## config.mk

```make
export PLATFORM = sky130hd
export DESIGN_NAME = hazard_ctrl
export DESIGN_NICKNAME = d
export VERILOG_FILES = /design/src/rtl/dlx_pkg.sv /design/src/rtl/hazard_cmp.sv /design/src/rtl/hazard_ctrl.sv
export SDC_FILE = /design/constraint.sdc
export NUM_CORES = 1
export LEC_CHECK = 0
export BUFFER_PORTS_ARGS = -buffer_cell sky130_fd_sc_hd__clkbuf_2
export CAP_MARGIN = 20
export CORE_MARGIN = 2
export CORE_UTILIZATION = 50
export DETAILED_ROUTE_END_ITERATION = 12
export GPL_TIMING_DRIVEN = 1
export PLACE_DENSITY = 0.79
export SLEW_MARGIN = 20
export SYNTH_ARGS = -nofsm -noshare
export SYNTH_HDL_FRONTEND = slang
export SYNTH_SLANG_ARGS = --single-unit
export TNS_END_PERCENT = 20
```

## constraint.sdc

```tcl
create_clock -name i_clk -period 3.6 [get_ports i_clk]
set_input_delay 0.18 -clock i_clk [delete_from_list [all_inputs] [get_ports i_clk]]
set_output_delay 0.18 -clock i_clk [all_outputs]
set_load 0.005 [all_outputs]
```

## src/rtl/dlx_pkg.sv

```systemverilog
// Shared DLX pipeline types and constants.
//   hz_state_t : hazard controller FSM state encoding
//   REG_W      : register selector width
//   R0         : hard-wired zero register selector
//   BUB_W      : width of the load-use bubble counter (LOAD_BUBBLES <= 3)
package dlx_pkg;

  localparam int unsigned REG_W = 5;
  localparam logic [REG_W-1:0] R0 = '0;
  localparam int unsigned BUB_W = 2;

  typedef enum logic [1:0] {
    RUN        = 2'd0,
    LOAD_STALL = 2'd1,
    MEM_WAIT   = 2'd2
  } hz_state_t;

endpackage

```

## src/rtl/hazard_cmp.sv

```systemverilog
// Load-use hazard detector (purely combinational).
// Flags when the instruction in ID reads the register that a load in EX is
// about to write. r0 is hard-wired to zero and never creates a dependence.
// Ports:
//   i_rs1_id, i_rs2_id         : source register selectors in ID
//   i_use_rs1_id, i_use_rs2_id : ID instruction actually reads that source
//   i_rd_ex                    : destination register of EX instruction
//   i_load_ex                  : EX instruction is a load
//   o_hazard                   : load-use interlock required
module hazard_cmp
  import dlx_pkg::*;
(
  input  logic [REG_W-1:0] i_rs1_id,
  input  logic [REG_W-1:0] i_rs2_id,
  input  logic             i_use_rs1_id,
  input  logic             i_use_rs2_id,
  input  logic [REG_W-1:0] i_rd_ex,
  input  logic             i_load_ex,
  output logic             o_hazard
);

  logic w_match_rs1;
  logic w_match_rs2;

  assign w_match_rs1 = i_use_rs1_id && (i_rs1_id == i_rd_ex);
  assign w_match_rs2 = i_use_rs2_id && (i_rs2_id == i_rd_ex);
  assign o_hazard    = i_load_ex && (i_rd_ex != R0) && (w_match_rs1 || w_match_rs2);

endmodule

```

## src/rtl/hazard_ctrl.sv

```systemverilog
// Pipeline interlock / flush controller for the 5-stage DLX core (beside ID).
// Handles load-use interlock, taken-branch squash resolved in EX, and
// data-memory wait states. Keeps a saturating stall-cycle counter and a
// sticky memory-timeout flag.
// Priority: reset > memory wait > taken branch > load-use hazard.
// Ports:
//   i_clk, i_reset        : clock (rising edge), synchronous active-high reset
//   i_rs1_id..i_use_rs2_id: ID source selectors and read enables
//   i_rd_ex, i_load_ex    : EX destination register / EX holds a load
//   i_pc_cmd_ex           : taken branch/jump resolved in EX
//   i_d_req_mem, i_d_ready: MEM data-port request / completion
//   o_stall_if, o_stall_id: hold PC+IF/ID, hold ID
//   o_bubble_ex           : load NOP into ID/EX
//   o_flush_id            : squash IF/ID
//   o_stall_ex_mem        : freeze EX/MEM and MEM/WB
//   o_mem_err             : sticky, memory wait reached MEM_TIMEOUT cycles
//   o_stall_cycles        : saturating count of cycles with o_stall_if=1
//   o_state               : current FSM state (debug)
module hazard_ctrl
  import dlx_pkg::*;
#(
  parameter int unsigned LOAD_BUBBLES = 1,
  parameter int unsigned MEM_TIMEOUT  = 15,
  parameter int unsigned CNT_W        = 16
) (
  input  logic             i_clk,
  input  logic             i_reset,
  input  logic [REG_W-1:0] i_rs1_id,
  input  logic [REG_W-1:0] i_rs2_id,
  input  logic             i_use_rs1_id,
  input  logic             i_use_rs2_id,
  input  logic [REG_W-1:0] i_rd_ex,
  input  logic             i_load_ex,
  input  logic             i_pc_cmd_ex,
  input  logic             i_d_req_mem,
  input  logic             i_d_ready,
  output logic             o_stall_if,
  output logic             o_stall_id,
  output logic             o_bubble_ex,
  output logic             o_flush_id,
  output logic             o_stall_ex_mem,
  output logic             o_mem_err,
  output logic [CNT_W-1:0] o_stall_cycles,
  output logic [1:0]       o_state
);

  localparam int unsigned WAIT_W = $clog2(MEM_TIMEOUT + 1);

  hz_state_t        r_state;
  hz_state_t        w_state_next;
  logic [BUB_W-1:0] r_bub_cnt;
  logic [BUB_W-1:0] w_bub_next;
  logic [WAIT_W-1:0] r_wait_cnt;
  logic [WAIT_W-1:0] w_wait_next;
  logic             r_mem_err;
  logic             w_mem_err_next;
  logic [CNT_W-1:0] r_stall_cycles;
  logic [CNT_W-1:0] w_stall_cycles_next;

  logic w_hazard;
  logic w_memwait;
  logic w_wait_hit;

  hazard_cmp u_hazard_cmp (
    .i_rs1_id     (i_rs1_id),
    .i_rs2_id     (i_rs2_id),
    .i_use_rs1_id (i_use_rs1_id),
    .i_use_rs2_id (i_use_rs2_id),
    .i_rd_ex      (i_rd_ex),
    .i_load_ex    (i_load_ex),
    .o_hazard     (w_hazard)
  );

  assign w_memwait = i_d_req_mem && !i_d_ready;

  // FSM next state and command decode
  always_comb begin
    w_state_next   = r_state;
    w_bub_next     = r_bub_cnt;
    o_stall_if     = 1'b0;
    o_stall_id     = 1'b0;
    o_bubble_ex    = 1'b0;
    o_flush_id     = 1'b0;
    o_stall_ex_mem = 1'b0;

    if (i_reset) begin
      w_state_next = RUN;
      w_bub_next   = '0;
    end else if (w_memwait) begin
      // Freeze everything; any remaining load bubbles are kept for afterwards.
      o_stall_if     = 1'b1;
      o_stall_id     = 1'b1;
      o_stall_ex_mem = 1'b1;
      w_state_next   = MEM_WAIT;
    end else begin
      case (r_state)
        MEM_WAIT: begin
          // Access completes this cycle: release the pipe, resume pending bubbles.
          if (r_bub_cnt != '0) begin
            w_state_next = LOAD_STALL;
          end else begin
            w_state_next = RUN;
          end
        end

        LOAD_STALL: begin
          if (i_pc_cmd_ex) begin
            // Redirect wins: the stalled ID instruction is on the wrong path.
            o_flush_id   = 1'b1;
            o_bubble_ex  = 1'b1;
            w_bub_next   = '0;
            w_state_next = RUN;
          end else begin
            o_stall_if  = 1'b1;
            o_stall_id  = 1'b1;
            o_bubble_ex = 1'b1;
            if (r_bub_cnt <= BUB_W'(1)) begin
              w_bub_next   = '0;
              w_state_next = RUN;
            end else begin
              w_bub_next = r_bub_cnt - BUB_W'(1);
            end
          end
        end

        default: begin
          // RUN, and the unused encoding which falls back to RUN.
          w_state_next = RUN;
          if (i_pc_cmd_ex) begin
            o_flush_id  = 1'b1;
            o_bubble_ex = 1'b1;
          end else if (w_hazard) begin
            o_stall_if  = 1'b1;
            o_stall_id  = 1'b1;
            o_bubble_ex = 1'b1;
            w_bub_next  = BUB_W'(LOAD_BUBBLES - 1);
            if (LOAD_BUBBLES > 1) begin
              w_state_next = LOAD_STALL;
            end
          end
        end
      endcase
    end
  end

  // Memory wait counter counts every cycle of an outstanding access, including
  // the first one seen in RUN; it saturates at MEM_TIMEOUT.
  always_comb begin
    w_wait_hit     = (r_wait_cnt >= WAIT_W'(MEM_TIMEOUT - 1));
    w_wait_next    = '0;
    w_mem_err_next = r_mem_err;
    if (w_memwait) begin
      if (w_wait_hit) begin
        w_wait_next    = WAIT_W'(MEM_TIMEOUT);
        w_mem_err_next = 1'b1;
      end else begin
        w_wait_next = r_wait_cnt + WAIT_W'(1);
      end
    end
  end

  always_comb begin
    w_stall_cycles_next = r_stall_cycles;
    if (o_stall_if && (r_stall_cycles != '1)) begin
      w_stall_cycles_next = r_stall_cycles + CNT_W'(1);
    end
  end

  always_ff @(posedge i_clk) begin
    if (i_reset) begin
      r_state        <= RUN;
      r_bub_cnt      <= '0;
      r_wait_cnt     <= '0;
      r_mem_err      <= 1'b0;
      r_stall_cycles <= '0;
    end else begin
      r_state        <= w_state_next;
      r_bub_cnt      <= w_bub_next;
      r_wait_cnt     <= w_wait_next;
      r_mem_err      <= w_mem_err_next;
      r_stall_cycles <= w_stall_cycles_next;
    end
  end

  assign o_mem_err      = r_mem_err;
  assign o_stall_cycles = r_stall_cycles;
  assign o_state        = r_state;

endmodule
```

==> results.md <==
Finish:
- The number of antenna diodes in the final layout is 0.
- The finished cells cover between 0.0015 and 0.002 mm^2.
- In the final layout, the multi-input gates occupy approximately 850 um^2.
- The final cell utilization of the core is 61.7%.
- The post-layout instance count excluding filler cells is approximately 250.
- The sequential cell area is about 500 um^2.
- The layout overhead on the synthesized area is 18.0%.
- In the final layout, the share of cells above drive strength 1 is about 27%.
- The filler cell count is about 270.
- The number of nets in the finished design is between 200 and 250.

Floorplan:
- The die is 57.5 um wide.
- The floorplan core area is 0.00273 mm^2.
- The total die area is approximately 0.0033 mm^2.
- The number of standard-cell rows in the floorplan is 19.
- The die span in y is approximately 57 um.
- For this configuration, the core starts out at a cell density of ~52%.
- The number of top-level design ports is 47.

Placement:
- The detailed-placement wirelength estimate is 2280 um.
- The worst setup slack after placement is 1.22 ns.
- At the end of routability-driven placement, the weighted congestion stood at approximately 0.72.
- The number of buffer cells added on primary ports is 46.
- The area after detailed placement is approximately 0.0017 mm^2.
- The total placed cells including tap cells is 243.

STA:
- Setup repair after global routing left no endpoint under its margin.
- Setup violations remaining at the end of the flow were counted as 0.
- Headroom to the max-slew limit came out at 60.0%.
- The least setup slack across all paths after layout is ~1.2 ns.
- After layout, the worst path uses about two thirds of the clock period.
- The number of hold violations in the final report was 0.
- At the pin with the least slew margin, the transition time is roughly 0.6 ns.
- Based on the critical path, the design can be clocked at up to approximately 0.4 GHz.
- The final-report max-slew violation count is 0.
- The final-layout setup total negative slack is 0 ns.
- For the finished layout, the period the worst path requires is 2.43 ns.
- Between clock sinks in the finished design, the worst skew comes to ~0.0063 ns.

Yosys:
- The warning count from the yosys run is 0.
- The cell taking the most area after synthesis is sky130_fd_sc_hd__dfxtp_1.
- The unique cell type count in the Yosys netlist is 44.
- Counting every net in the synthesized netlist gives 200.
- The sequential share of the synthesized area is around a third.
- The cell count after synthesis came out at 172.
- The synthesis-stage register bit count is 25.
- In the post-synthesis netlist, the biggest area contributors are sky130_fd_sc_hd__dfxtp_1, sky130_fd_sc_hd__xnor2_1, sky130_fd_sc_hd__a21oi_1, sky130_fd_sc_hd__nor2_1, sky130_fd_sc_hd__ha_1.
- The top cell type's share of synthesized area is between 30% and 40%.
- In the synthesized netlist the dominant register cell turns out to be sky130_fd_sc_hd__dfxtp_1.
- By instance count, the leading cell after synthesis is sky130_fd_sc_hd__dfxtp_1.
- The share of synthesized flip-flops with an asynchronous set or reset is 0%.
- The number of synthesized flops with an enable pin is 0.
- Sorting the synthesized cells by how often they occur yields sky130_fd_sc_hd__dfxtp_1, sky130_fd_sc_hd__a21oi_1, sky130_fd_sc_hd__nor2_1.
- Summing every instance area after synthesis gives around 0.0014 mm^2.
- The mean post-synth cell area is 8.31 um^2.

Clock tree:
- The root buffer cell is sky130_fd_sc_hd__clkbuf_4.
- Counting every sink on the clock net gives 25.
- After clock tree synthesis, the repair step resized 0 gates.
- The maximum level of the CTS H-tree is 1.
- Once the clock tree was built, the setup fixing pass inserted 0 buffers.
- The number of CTS-inserted buffers is 3.
- The clock latency reported for the late side of the worst-skew pair is between 0.3 and 0.4 ns.
- Clock-pin slew was measured on the worst setup and hold paths at 0.13 ns.
- Buffers inserted to repair hold after CTS numbered 0.
- The TritonCTS clock tree is done.
- The maximum count of clock buffers along a single path is 2.

Setup path:
- The required time of the worst setup path is approximately 3.9 ns.
- The critical path is of the reg2reg type.
- At the worst endpoint, the arrival time is around 2.7 ns.
- The delay contributed by the slowest stage of the critical path is ~0.55 ns.
- The critical path's top delay family is simple AND/OR/NAND/NOR gates.
- Together, buffers and inverters on the worst path number 1.
- Of all nets on the critical path, the largest fanout is 27.
- Walking the worst path, the cells encountered are inv_1, ha_1, nor2_1, or3_1, a211oi_2, a21oi_4, or4_1, a21oi_1.
- The reg2reg setup slack is 1.17 ns.
- The highest-delay cell along the critical path is sky130_fd_sc_hd__or4_1.
- STA classifies the critical path endpoint as a flip-flop.
- The element type at the critical path start is a flip-flop.

Routing:
- The number of vias per cell is 5.60.
- The total via count in the routed design is between 1,000 and 1,500.
- The number of design-rule violations left by the first detailed-router iteration is between 40 and 50.
- The DRC violations left is 0.
- The count of antenna-violating nets left after detailed routing is 0.
- For this run, the detailed router's first-pass iteration total came to 4.
- After detailed routing, the total wire length is a little under 3000 um.
- The routed wirelength normalized by instance count is 11.9 um.

Global routing:
- The first global-routing pass estimated 5090 um of wire.
- Entering global routing, the biggest net connects 28 pins.
- The aggregate global-route resource usage is a little under a fifth.
- After global routing the overflow that remains totals 0.
- The number of antenna violations at the first check in global routing is 0.
- The number of global-route vias before repair was about 1,200.

Pwr:
- The analysis attributes to cell leakage a power of 0.685 nW.
- The power per unit of standard cell area is between 200 and 300 mW/mm^2.
- Across the VDD grid, the largest voltage drop is 298 uV.

Status:
- The flow ran to the end, and the final reports show no timing, DRC or antenna violations.

Worst hold path:
- The path class of the tightest hold or removal check is in2reg.

Run:
- The number of max-cap violations is 0.
[cell families (layout without fill, tap and decap cells)]
family / count (synthesis) / in the layout / synth area share (%)
adder cells (fa/ha/maj): 5 / 5 / 4.38
AND/OR/NAND/NOR: 68 / 68 / 25.4
buffers and inverters: 16 / 60 / 5.34
AO/OA/AOI/OAI: 43 / 43 / 20.1
XOR/XNOR: 12 / 12 / 7.36
flip-flops: 25 / 25 / 35.0
multiplexers: 3 / 3 / 2.45
[worst min-delay path, stage by stage]
cell and delay, ns:
sky130_fd_sc_hd__clkbuf_2 0.08, sky130_fd_sc_hd__nor2b_1 0.11, sky130_fd_sc_hd__a21oi_1 0.15, sky130_fd_sc_hd__nor2_1 0.05
[power breakdown]
part / switching [W] / internal (W)
registers: 0.00000295 / 0.000279
logic: 0.0000329 / 0.0000282
clock network: 0.0000821 / 0.0000416
total: 0.000118 / 0.000349
[layout by cell type, fill, tap and decap left out, drive strengths merged, types with 2 or more instances in the layout]
cell     n
dfxtp   25
xnor2   11
o311ai   2
clkbuf  49
nor4     4
nor2    17
o21ai    8
nand3   11
a21oi   18
inv     10
or3      7
nand2b   2
nand4    3
mux2i    2
and3     2
ha       5
nor3     5
o31ai    3
or4      4
nand2   10
o41ai    2
[state kept, by name (all words and copies together), names as in the netlist]
register	count
o_stall_cycles	16
o_state	2
o_mem_err	1
r_bub_cnt	2
r_wait_cnt	4
[layer usage]
layer / track usage [%] / wire length, um / vias to the layer above
li1: - / - / 715
met5: 0 / 0 / -
met4: 5.98 / 36 / 0
met1: 26.2 / 1370 / 626
met2: 30.7 / 1370 / 39
met3: 2.49 / 153 / 4
[worst paths after layout]
path            startpoint                 end  cells past startpoint
max             o_state[0]  o_stall_cycles[15]                      8
min              i_d_ready          o_state[1]                      4
max reg2reg     o_state[0]  o_stall_cycles[15]                      8
min reg2reg  r_wait_cnt[3]       r_wait_cnt[3]                      2
[final cells by class]
cell class	count	share of cell area, %
timing repair buffer	46	13.6
tap	31	2.30
sequential	25	29.7
clock buffer	3	1.34
clock inverter	1	0.297
multi-input combinational	131	50.5
inverter	10	2.23
[metrics by stage]
| stage | total power, W | hold WS, ns |
|---|---|---|
| final | 0.000467 | 0.277 |
| after global routing | 0.000488 | 0.304 |
| after CTS | 0.000474 | 0.272 |
| after detailed placement | 0.000350 | 0.467 |
| after global placement | 0.000348 | 0.457 |
| after floorplan | 0.000325 | 0.378 |
(Power assumes the default switching activity.)
